`src/rtl/shot_ctrl.sv`:
```
`default_nettype none
// ============================================================================
// Module   : shot_ctrl
// Summary  : Single-projectile sequencer (IDLE -> FLY -> COOL -> IDLE).
//            Optional macro SHOT_BOUNCE_EN reflects the shot off the side walls
//            instead of terminating it.
// Revision : 1.0  initial release
// ============================================================================
module shot_ctrl #(
    parameter int X_MAX    = 31,
    parameter int Y_MAX    = 31,
    parameter int COOLDOWN = 4
) (
    input  logic       clk,
    input  logic       reset_n,
    input  logic       ena,
    input  logic       fire,
    input  logic [4:0] x_pos,
    input  logic [4:0] run,
    input  logic [4:0] rise,
    input  logic       dir,
    input  logic       hit,
    output logic       shot_active,
    output logic [4:0] shot_x,
    output logic [4:0] shot_y,
    output logic       shot_done,
    output logic       ready
);

    localparam int                 c_CNT_W    = (COOLDOWN > 1) ? $clog2(COOLDOWN) : 1;
    localparam logic [c_CNT_W-1:0] c_CNT_LAST = c_CNT_W'(COOLDOWN - 1);
    localparam logic [5:0]         c_X_MAX    = 6'(X_MAX);
    localparam logic [5:0]         c_Y_MAX    = 6'(Y_MAX);

    typedef enum logic [1:0] {
        S_IDLE = 2'd0,
        S_FLY  = 2'd1,
        S_COOL = 2'd2
    } state_t;

    state_t             r_state;
    logic [4:0]         r_run;
    logic [4:0]         r_rise;
    logic               r_dir;
    logic [c_CNT_W-1:0] r_cnt;

    logic [5:0] w_y_next;
    logic [5:0] w_x_sum;
    logic [4:0] w_x_step;
    logic       w_wall;
    logic       w_stop;

    // Next-move arithmetic is done one bit wider so edge overruns are visible.
    assign w_y_next = {1'b0, shot_y} + {1'b0, r_rise};
    assign w_x_sum  = {1'b0, shot_x} + {1'b0, r_run};
    assign w_wall   = r_dir ? (w_x_sum > c_X_MAX) : (r_run > shot_x);
    assign w_x_step = r_dir ? w_x_sum[4:0] : (shot_x - r_run);

`ifdef SHOT_BOUNCE_EN
    localparam logic [5:0] c_X_TWICE = 6'(2 * X_MAX);
    logic [4:0] w_x_bounce;
    assign w_x_bounce = r_dir ? 5'(c_X_TWICE - w_x_sum) : (r_run - shot_x);
    assign w_stop     = hit | (w_y_next > c_Y_MAX);
`else
    assign w_stop     = hit | (w_y_next > c_Y_MAX) | w_wall;
`endif

    always_ff @(posedge clk or negedge reset_n) begin
        if (!reset_n) begin
            r_state     <= S_IDLE;
            shot_x      <= 5'd0;
            shot_y      <= 5'd0;
            shot_active <= 1'b0;
            shot_done   <= 1'b0;
            ready       <= 1'b1;
            r_cnt       <= '0;
            r_run       <= 5'd0;
            r_rise      <= 5'd0;
            r_dir       <= 1'b0;
        end else begin
            shot_done <= 1'b0;
            if (ena) begin
                case (r_state)
                    S_IDLE: begin
                        if (fire) begin
                            r_state     <= S_FLY;
                            shot_active <= 1'b1;
                            ready       <= 1'b0;
                            shot_x      <= x_pos;
                            shot_y      <= 5'd0;
                            r_run       <= run;
                            r_rise      <= (rise == 5'd0) ? 5'd1 : rise;
                            r_dir       <= dir;
                        end
                    end
                    S_FLY: begin
                        if (w_stop) begin
                            r_state     <= S_COOL;
                            shot_active <= 1'b0;
                            shot_done   <= 1'b1;
                            r_cnt       <= '0;
                        end else begin
                            shot_y <= w_y_next[4:0];
`ifdef SHOT_BOUNCE_EN
                            if (w_wall) begin
                                shot_x <= w_x_bounce;
                                r_dir  <= ~r_dir;
                            end else begin
                                shot_x <= w_x_step;
                            end
`else
                            shot_x <= w_x_step;
`endif
                        end
                    end
                    S_COOL: begin
                        if (r_cnt == c_CNT_LAST) begin
                            r_state <= S_IDLE;
                            ready   <= 1'b1;
                            r_cnt   <= '0;
                        end else begin
                            r_cnt <= r_cnt + 1'b1;
                        end
                    end
                    default: begin
                        r_state     <= S_IDLE;
                        shot_active <= 1'b0;
                        ready       <= 1'b1;
                    end
                endcase
            end
        end
    end

endmodule
`default_nettype wire

```
`config.mk`:
```
export PLATFORM = sky130hd
export DESIGN_NAME = shot_ctrl
export DESIGN_NICKNAME = d
export VERILOG_FILES = /design/src/rtl/shot_ctrl.sv
export SDC_FILE = /design/constraint.sdc
export NUM_CORES = 1
export LEC_CHECK = 0
export CAP_MARGIN = 25
export CORE_UTILIZATION = 52
export CTS_CLUSTER_DIAMETER = 100
export CTS_CLUSTER_SIZE = 10
export DETAILED_ROUTE_END_ITERATION = 8
export DONT_BUFFER_PORTS = 1
export HOLD_SLACK_MARGIN = 0.15
export PLACE_DENSITY_LB_ADDON = 0.25
export SYNTH_ARGS = -nofsm -noshare
export SYNTH_HDL_FRONTEND = slang
export SYNTH_SLANG_ARGS = --single-unit
```
`constraint.sdc`:
```
create_clock -name clk -period 2.1 [get_ports clk]
set_clock_uncertainty 0.05 [all_clocks]
set_input_delay 0.42 -clock clk [delete_from_list [all_inputs] [get_ports clk]]
set_output_delay 0.42 -clock clk [all_outputs]
set_load 0.02 [all_outputs]
```
Word-level counts from Yosys, hierarchy flattened
Index checks and enable logic that the tools add are counted.

storage, ports and cells
  bits in registers = 28
  input bits = 21
  output and inout bits = 13
  logic and storage cells = 63

operators by class
  add/sub/neg operators = 4
  order comparisons = 3
  equal/unequal tests = 7
  multiplexer cells = 25
  bitwise logic cells = 4
  reduce and logical (&&, ||, !) cells = 10

operator list
  kind                                                                             number
  5-bit 2-to-1 mux                                                                 6
  5-bit one-hot mux with 2 select lines                                            2
  4-bit AND reduction                                                              4
  5-bit by 5-bit adder with 6-bit output                                           2
  6-bit by 5-bit greater-than comparator with 1-bit output, second input constant  2
  2-bit 2-to-1 mux                                                                 5
  1-bit 2-to-1 mux                                                                 8
  2-bit != test, second input constant                                             4
  1-bit one-hot mux with 3 select lines                                            2
  2-bit one-hot mux with 3 select lines                                            1
  3-bit AND reduction                                                              2
  5-bit greater-than comparator                                                    1
  5-bit logical NOT                                                                1
  5-bit subtractor                                                                 1
  2-bit equality test, second input constant                                       2
  2-bit one-hot mux with 2 select lines                                            1
  2-bit nonzero test                                                               2
  2-bit by 1-bit adder with 2-bit output, second input constant                    1
  2-bit by 1-bit equality test with 1-bit output, second input constant            1
  2-bit logical NOT                                                                1
  1-bit inverter                                                                   2
  1-bit OR                                                                         2

Depth between registers and ports, before layout
Gate-level depths: netlist of run 1.

  depth in word-level cells = 7
  mapped depth = 9

Worst setup path after synthesis of run 1
OpenSTA, ideal clock, no wires.

  path kind = register to register
  start = reg shot_y[1]
  end = reg shot_x[4]
  setup time = 128 ps
  data arrival time = 2160 ps
  data required time = 1922 ps
  slack = -238 ps
  cell stages (with the launch flop) = 9
  buffers on the path = 1
  path through = dfrtp_1 -> ha_1 -> a21o_1 -> a21o_1 -> a32oi_2 -> nand4_4 -> a21o_1 -> buf_6 -> mux2_1

on the way
  cells in the longest elaborated chain, start to end = 6

ends and longest elaborated chain
  item                                                      line  source
  start: declaration                                        25    output logic [4:0] shot_y,
  start signal: assignment                                  103   shot_y <= w_y_next[4:0];
  5-bit by 5-bit adder with 6-bit output                    54    assign w_y_next = {1'b0, shot_y} + {1'b0, r_rise};
  6-bit by 5-bit greater-than comparator with 1-bit output  65    assign w_stop = hit | (w_y_next > c_Y_MAX) | w_wall;
  1-bit OR (2 in a row)                                     65
  2-bit != test (no line)                                   -
  4-bit AND reduction (no line)                             -
  end signal: assignment                                    89    shot_x <= x_pos;
  end signal: assignment                                    112   shot_x <= w_x_step;
  end: declaration                                          24    output logic [4:0] shot_x,

Every way passes these cells.
A chain may end at the register's enable or synchronous reset.

Final worst setup path of run 1
  start = reg r_run[2]
  end = reg shot_x[3]

on the way
  cells in the longest elaborated chain, start to end = 6
  elaborated cells between the ends (all ways) = 11

ends and longest elaborated chain
  item                                                      line  source
  start: declaration                                        42    logic [4:0] r_run;
  start signal: assignment                                  91    r_run <= run;
  5-bit by 5-bit adder with 6-bit output                    55    assign w_x_sum = {1'b0, shot_x} + {1'b0, r_run};
  6-bit by 5-bit greater-than comparator with 1-bit output  56    assign w_wall = r_dir ? (w_x_sum > c_X_MAX) : (r_run > shot_x);
  1-bit 2-to-1 mux                                          56
  1-bit OR                                                  65
  2-bit != test (no line)                                   -
  4-bit AND reduction (no line)                             -

Several ways; a longest one is shown, not always the timed one. The select of a mux whose other input is x is not followed.

==> impl_metrics.py, run 1 <==
metrics = {
    "run_status": {
        "status": "finished with violations",
        "violations": "negative setup slack",
    },
    "global_route": {
        "grt_overflow": 0,
        "grt_pass1_wl_um": 7060,
        "grt_max_degree": 29,
        "antenna_found_initial": 0,
        "grt_usage_pct": 26.3,
        "grt_pass1_vias": 1582,
    },
    "detailed_routing": {
        "ant_nets": 0,
        "wl_um": 4650,
        "wl_per_cell_um": 16.3,
        "drc": 0,
        "post_drt_via_cell_ratio": 5.52,
        "drt_pass1_iterations": 4,
        "vias": 1572,
        "drtIter0Drc": 103,
    },
    "placed_design": {
        "pre_cts_ws_ns": -0.344,
        "hpwl_um": 3340,
        "place.port_buffers": 0,
        "place_inst": 264,
        "gp_congestion": 0.916,
        "place_area_mm2": 0.00225,
    },
    "synth": {
        "ys_warn_count": 0,
        "synth.distinct_cells": 40,
        "ys_top_cells_by_area": "dfrtp_1, ha_1, mux2_4",
        "avgSynthCellArea_um2": 9.97,
        "synth_edf_count": 0,
        "synth_top_area_share_pct": 37.0,
        "async_reset_ff_share_pct": 100,
        "synth-seq-cells": 28,
        "synth_ff_type": "dfrtp_1",
        "postSynthCellCount": 183,
        "syn_area_mm2": 0.00182,
        "synth_fp_nets": 223,
        "yosys.area.top_type": "dfrtp_1",
        "yosysSeqAreaShare_pct": 38.5,
    },
    "pwr": {
        "seqPwrFrac_pct": 23.5,
        "clockPowerShare_pct": 5.9,
        "totalPowerFinal_mw": 4.70,
        "pwr-share-comb_pct": 70.6,
        "netSwitchingPower_mw": 2.04,
        "p_int_mw": 2.66,
        "ir_drop_mv": 1.05,
        "cellPowerDensity_mw_per_mm2": 1840,
        "swShare_pct": 43.4,
        "leakagePower_nw": 1.19,
    },
    "finish": {
        "fin_util_pct": 76.6,
        "multi_input_area_mm2": 0.00120,
        "fill_cells": 226,
        "regArea_um2": 708,
        "stdcell_count": 285,
        "syn_to_final_growth_pct": 40.2,
        "drive_gt1_share_pct": 41.4,
        "diodes": 0,
        "fin_area_mm2": 0.00256,
        "layout.nets": 280,
    },
    "cts": {
        "clk-insertion-delay-late_ns": 0.35,
        "clk_root_buffer_cell": "clkbuf_4",
        "cts_buffers": 3,
        "clk_pin_slew_worst_paths_ns": 0.15,
        "cts_tree": "done",
        "clock_sinks": 28,
        "htree_levels": 1,
        "clock_path_buffers": 2,
    },
    "sta": {
        "fmax_mhz": 471,
        "rsz0062_at_grt": "yes",
        "setup-tns-final_ns": -0.0973,
        "worstMarginPinSlew_ns": 0.456,
        "max_slew_margin_pct": 69.4,
        "finalSetupViolations": 6,
        "fin_crit_ns": 2.13,
        "period_share_pct": 101,
        "hold_viol_final": 0,
        "hold_ws_ns": 0.162,
        "setup_ws_ns": -0.0253,
        "slew_viol_final": 0,
    },
    "die": {
        "initial_core_util_pct": 54.7,
        "design.core.area_mm2": 0.00334,
        "die_h_um": 61.2,
        "dieArea_mm2": 0.00375,
        "die_w_um": 61.2,
        "rows": 21,
        "io_pins": 34,
    },
    "worst_setup_path": {
        "critPathMostFrequentCell": "inv_2",
        "crit_family": "compound AO/OA/AOI/OAI gates",
        "cp_max_fo": 4,
        "max_stage_delay_ns": 0.40,
        "path_class": "reg -> reg",
        "cp_slowest_cell": "dfrtp_1",
        "required_ns": 2.30,
        "critical_path_buf_inv_count": 3,
        "cp_cell_sequence": "inv_2, ha_4, inv_2, a221o_1, nand3_2, nand4_4, a21o_1, buf_6, mux2_4",
        "start_kind": "flip-flop",
        "cp.arrival_ns": 2.33,
        "end_kind": "flip-flop",
    },
    "flow_run": {
        "drv_cap": 0,
    },
    "min_path": {
        "holdCritPathClass": "in -> reg",
    },
}
==> sequential cells by signal (all words and copies together), names as in the netlist <==
signal / flops
r_cnt: 2
shot_active: 1
r_dir: 1
shot_done: 1
ready: 1
shot_x: 5
shot_y: 5
r_rise: 5
r_run: 5
r_state: 2
==> area by class of cell <==
class	instances	share of cell area, %
inverter	18	2.74
timing repair buffer	58	18.9
tap	46	2.25
sequential	28	27.7
multi-input combinational	131	47.0
clock buffer	4	1.42
==> power groups by stage <==
| stage | clock network (mW) | registers, mW | logic (mW) |
|---|---|---|---|
| after floorplan | 0 | 1.15 | 1.72 |
| after global placement | 0 | 1.07 | 2.66 |
| after detailed placement | 0 | 1.10 | 2.80 |
| after CTS | 0.278 | 1.09 | 3.11 |
| after global routing | 0.296 | 1.14 | 3.58 |
| final | 0.277 | 1.11 | 3.31 |
==> what timing repair did <==
| action | CTS | global route |
|---|---|---|
| pin swaps | 12 | 4 |
| setup buffers | 5 | 3 |
| cloned | 0 | 0 |
| gates resized for setup | 19 | 11 |
| hold endpoints to repair | 35 | 0 |
| endpoints found under the setup margin | 8 | 8 |
| hold buffers | 9 | 0 |
==> metal layers <==
layer | wire length, um | GRT usage [%] | up-vias | part of all wire [%]
li1 | - | - | 754 | -
met2 | 2440 | 49.7 | 37 | 52
met1 | 1990 | 30.5 | 775 | 43
met5 | 0 | 0 | - | 0
met3 | 157 | 3.15 | 6 | 3.4
met4 | 64 | 9.09 | 0 | 1.4
==> synthesized netlist by cell type, types with 2 or more instances <==
library cell	instances
a211oi_1	3
a21o_1	7
a21oi_1	9
a221o_1	2
clkbuf_1	4
dfrtp_1	27
fa_1	3
ha_1	16
inv_1	18
mux2_2	4
mux2_4	5
mux2i_1	5
nand2_1	16
nand3_1	3
nor2_1	16
nor3_1	2
nor4_1	3
o211ai_1	2
o21ai_0	14
xnor2_1	3
xor2_1	2
==> worst paths after layout <==
check / slack [ns] / endpoint / from / depth (start not counted)
setup / recovery: -0.03 / shot_x[3] / r_run[2] / 9
hold / removal: 0.16 / r_run[0] / run[0] / 1
setup reg to reg: -0.03 / shot_x[3] / r_run[2] / 9
hold reg to reg: 0.49 / ready / ready / 2
max in group asynchronous: 1.31 / ready / reset_n / 2
min in group asynchronous: 0.47 / r_dir / reset_n / 2
==> kinds of logic after synthesis <==
logic type | count (synthesis) | synth area share (%)
AOI/OAI and AO/OA | 44 | 16.4
xor gates and xnor gates | 5 | 2.40
adders and majority gates | 19 | 14.3
buffers and inverters | 24 | 5.42
DFF | 28 | 38.5
muxes | 15 | 9.94
and+or+nand+nor | 48 | 13.1
==> placed cells by master, fill, tap and decap left out, types with 3 or more instances in the layout <==
cell	netlist	routed
a21o_1	7	7
a21oi_1	9	9
buf_4	0	45
buf_6	1	4
clkbuf_4	0	3
dfrtp_1	27	22
dfrtp_2	0	5
dlygate4sd3_1	0	8
ha_1	16	6
ha_4	0	8
inv_1	18	13
inv_2	0	4
mux2_2	4	4
mux2_4	5	6
mux2i_1	5	5
nand2_1	16	16
nand3_1	3	3
nor2_1	16	15
o21ai_0	14	12
xnor2_1	3	3
No activity file was read; power rests on OpenSTA's default activity.
==> run 2: changes to the inputs <==
PLACE_DENSITY = 0.76   (was default)
PLACE_DENSITY_LB_ADDON = default   (was 0.25)
SETUP_SLACK_MARGIN = 0.4   (was default)
TNS_END_PERCENT = 1   (was default)
==> impl_metrics.py, run 2 (synthesized netlist as in run 1, its figures left out) <==
metrics = {
    "run_status": {
        "status": "finished with violations",
        "violations": "negative setup slack",
    },
    "detailed_routing": {
        "wl_met1_um": 1920,
        "wl_um": 4810,
        "post_drt_via_cell_ratio": 5.58,
        "dr_wl_met3_um": 134,
        "wl_per_cell_um": 17.2,
        "top_layer": "met4",
        "drt_pass1_iterations": 4,
        "ant_nets": 0,
        "drc": 0,
        "drtIter0Drc": 104,
        "vias": 1562,
        "wl_met2_um": 2640,
    },
    "global_route": {
        "grt_pass1_wl_um": 7330,
        "antenna_found_initial": 0,
        "grt_max_degree": 29,
        "grt_usage_pct": 27.2,
        "grt_pass1_vias": 1664,
        "grt_overflow": 0,
    },
    "sta": {
        "fmax_mhz": 458,
        "fin_crit_ns": 2.19,
        "rsz0062_at_grt": "yes",
        "slew_viol_final": 0,
        "finalSetupViolations": 8,
        "setup_ws_ns": -0.0857,
        "worstMarginPinSlew_ns": 0.423,
        "hold_viol_final": 0,
        "max_slew_margin_pct": 71.7,
        "period_share_pct": 104,
    },
    "pwr": {
        "cellPowerDensity_mw_per_mm2": 1820,
        "totalPowerFinal_mw": 4.49,
        "ir_drop_mv": 1.04,
        "leakagePower_nw": 1.17,
    },
    "cts": {
        "clk_root_buffer_cell": "clkbuf_4",
        "clk-insertion-delay-late_ns": 0.35,
        "clk_pin_slew_worst_paths_ns": 0.16,
        "clock_path_buffers": 2,
        "htree_levels": 1,
        "clock_sinks": 28,
        "cts_buffers": 3,
        "cts_tree": "done",
    },
    "placed_design": {
        "hpwl_um": 3480,
        "place.port_buffers": 0,
        "pre_cts_ws_ns": -0.276,
        "gp_congestion": 0.926,
    },
    "min_path": {
        "hold_start": "rise[4]",
        "holdCritPathClass": "in -> reg",
        "hold_path_depth": 1,
        "hold_path_end": "r_rise[4]",
    },
    "worst_setup_path": {
        "crit_family": "compound AO/OA/AOI/OAI gates",
        "cp.arrival_ns": 2.39,
        "r2r_end": "shot_x[4]",
        "start_kind": "flip-flop",
        "required_ns": 2.31,
        "reg2reg_slack_ns": -0.09,
        "cp_cell_sequence": "ha_1, inv_1, fa_2, nor2_1, nor3_1, a211o_1, a211oi_2, nor4_2, mux2_4",
        "rr_startpoint": "shot_x[0]",
        "end_kind": "flip-flop",
        "cp_slowest_cell": "dfrtp_2",
        "rr_worst_depth": 9,
        "cp_max_fo": 3,
        "path_class": "reg -> reg",
        "max_stage_delay_ns": 0.40,
        "critical_path_buf_inv_count": 1,
    },
    "finish": {
        "syn_to_final_growth_pct": 35.1,
        "multi_input_area_mm2": 0.00114,
        "final_common_cell": "buf_4",
        "drive_gt1_share_pct": 37.2,
        "layout.nets": 275,
        "regArea_um2": 708,
        "fill_cells": 248,
        "diodes": 0,
        "final_cell_mix": "buf_4, dfrtp_1, nand2_1",
    },
    "die": {
        "dieArea_mm2": 0.00375,
        "design.core.area_mm2": 0.00334,
        "initial_core_util_pct": 54.7,
        "io_pins": 34,
        "rows": 21,
        "die_w_um": 61.2,
        "die_h_um": 61.2,
    },
    "flow_run": {
        "drv_cap": 0,
    },
}
run 2: changes by cell type in the layout (fill, tap and decap cells not counted), sizes merged:
| cell | previous run | this run |
|---|---|---|
| dlygate4sd3 | 8 | 9 |
| buf | 50 | 44 |
| bufinv | 0 | 1 |
| clkbuf | 4 | 3 |
run 2: through the flow:
step                std cells  hold WS (ns)  instance area (um2)  TNS, ns  util, %
floorplan                 183        0.0744                 1910   -0.623        -
global placement          264        0.0752                 2250   -0.327     67.3
detailed placement        264        0.0751                 2250   -0.909     67.3
CTS                       279         0.158                 2440   -0.491     73.2
global route              280         0.152                 2460    -1.01     73.9
finish                    280         0.160                 2460   -0.551     73.9
run 2: metal layers:
layer / up-vias / global-route usage, %
met5: - / 0
met4: 0 / 11.4
met3: 13 / 4.20
met2: 33 / 50.6
met1: 776 / 30.8
li1: 740 / -
run 2: report_power, final:
group	internal, mW	switching (mW)	total [mW]	leakage, nW
clock network	0.194	0.180	0.373	0.0279
registers	0.807	0.284	1.09	0.337
logic	1.55	1.48	3.03	0.800
total	2.55	1.94	4.49	1.17
run 2: worst max-delay path by stage:
| stage | startpoint | endpoint | slack, ns | cells after the start |
|---|---|---|---|---|
| 3_5_place_dp | shot_x[0] | shot_x[4] | -0.28 | 9 |
| 4_1_cts | r_rise[1] | shot_y[3] | -0.08 | 8 |
| 6_report | shot_x[0] | shot_x[4] | -0.09 | 9 |
| 2_1_floorplan | shot_x[4] | shot_x[3] | -0.10 | 8 |
| 3_3_place_gp | shot_x[0] | shot_x[4] | -0.11 | 9 |
| 5_1_grt | shot_x[0] | shot_x[4] | -0.14 | 9 |
run 2: cell type report:
type | count | area share, %
clock inverter | 1 | 1.22
multi-input combinational | 131 | 46.3
tap | 46 | 2.34
inverter | 18 | 2.74
clock buffer | 3 | 0.914
sequential | 28 | 28.7
timing repair buffer | 53 | 17.7
run 2: worst register-to-register path, cell delays in order (launching register included):
cell and delay (ns):
dfrtp_2 0.40, ha_1 0.18, inv_1 0.07, fa_2 0.34, nor2_1 0.09, nor3_1 0.06, a211o_1 0.31, a211oi_2 0.25
nor4_2 0.08, mux2_4 0.27
run 2: what timing repair did:
action	CTS	global route
hold endpoints to repair	35	1
hold buffers	9	1
resized for setup	9	7
setup buffers	2	0
setup endpoints to repair	20	21
pin swaps	5	2
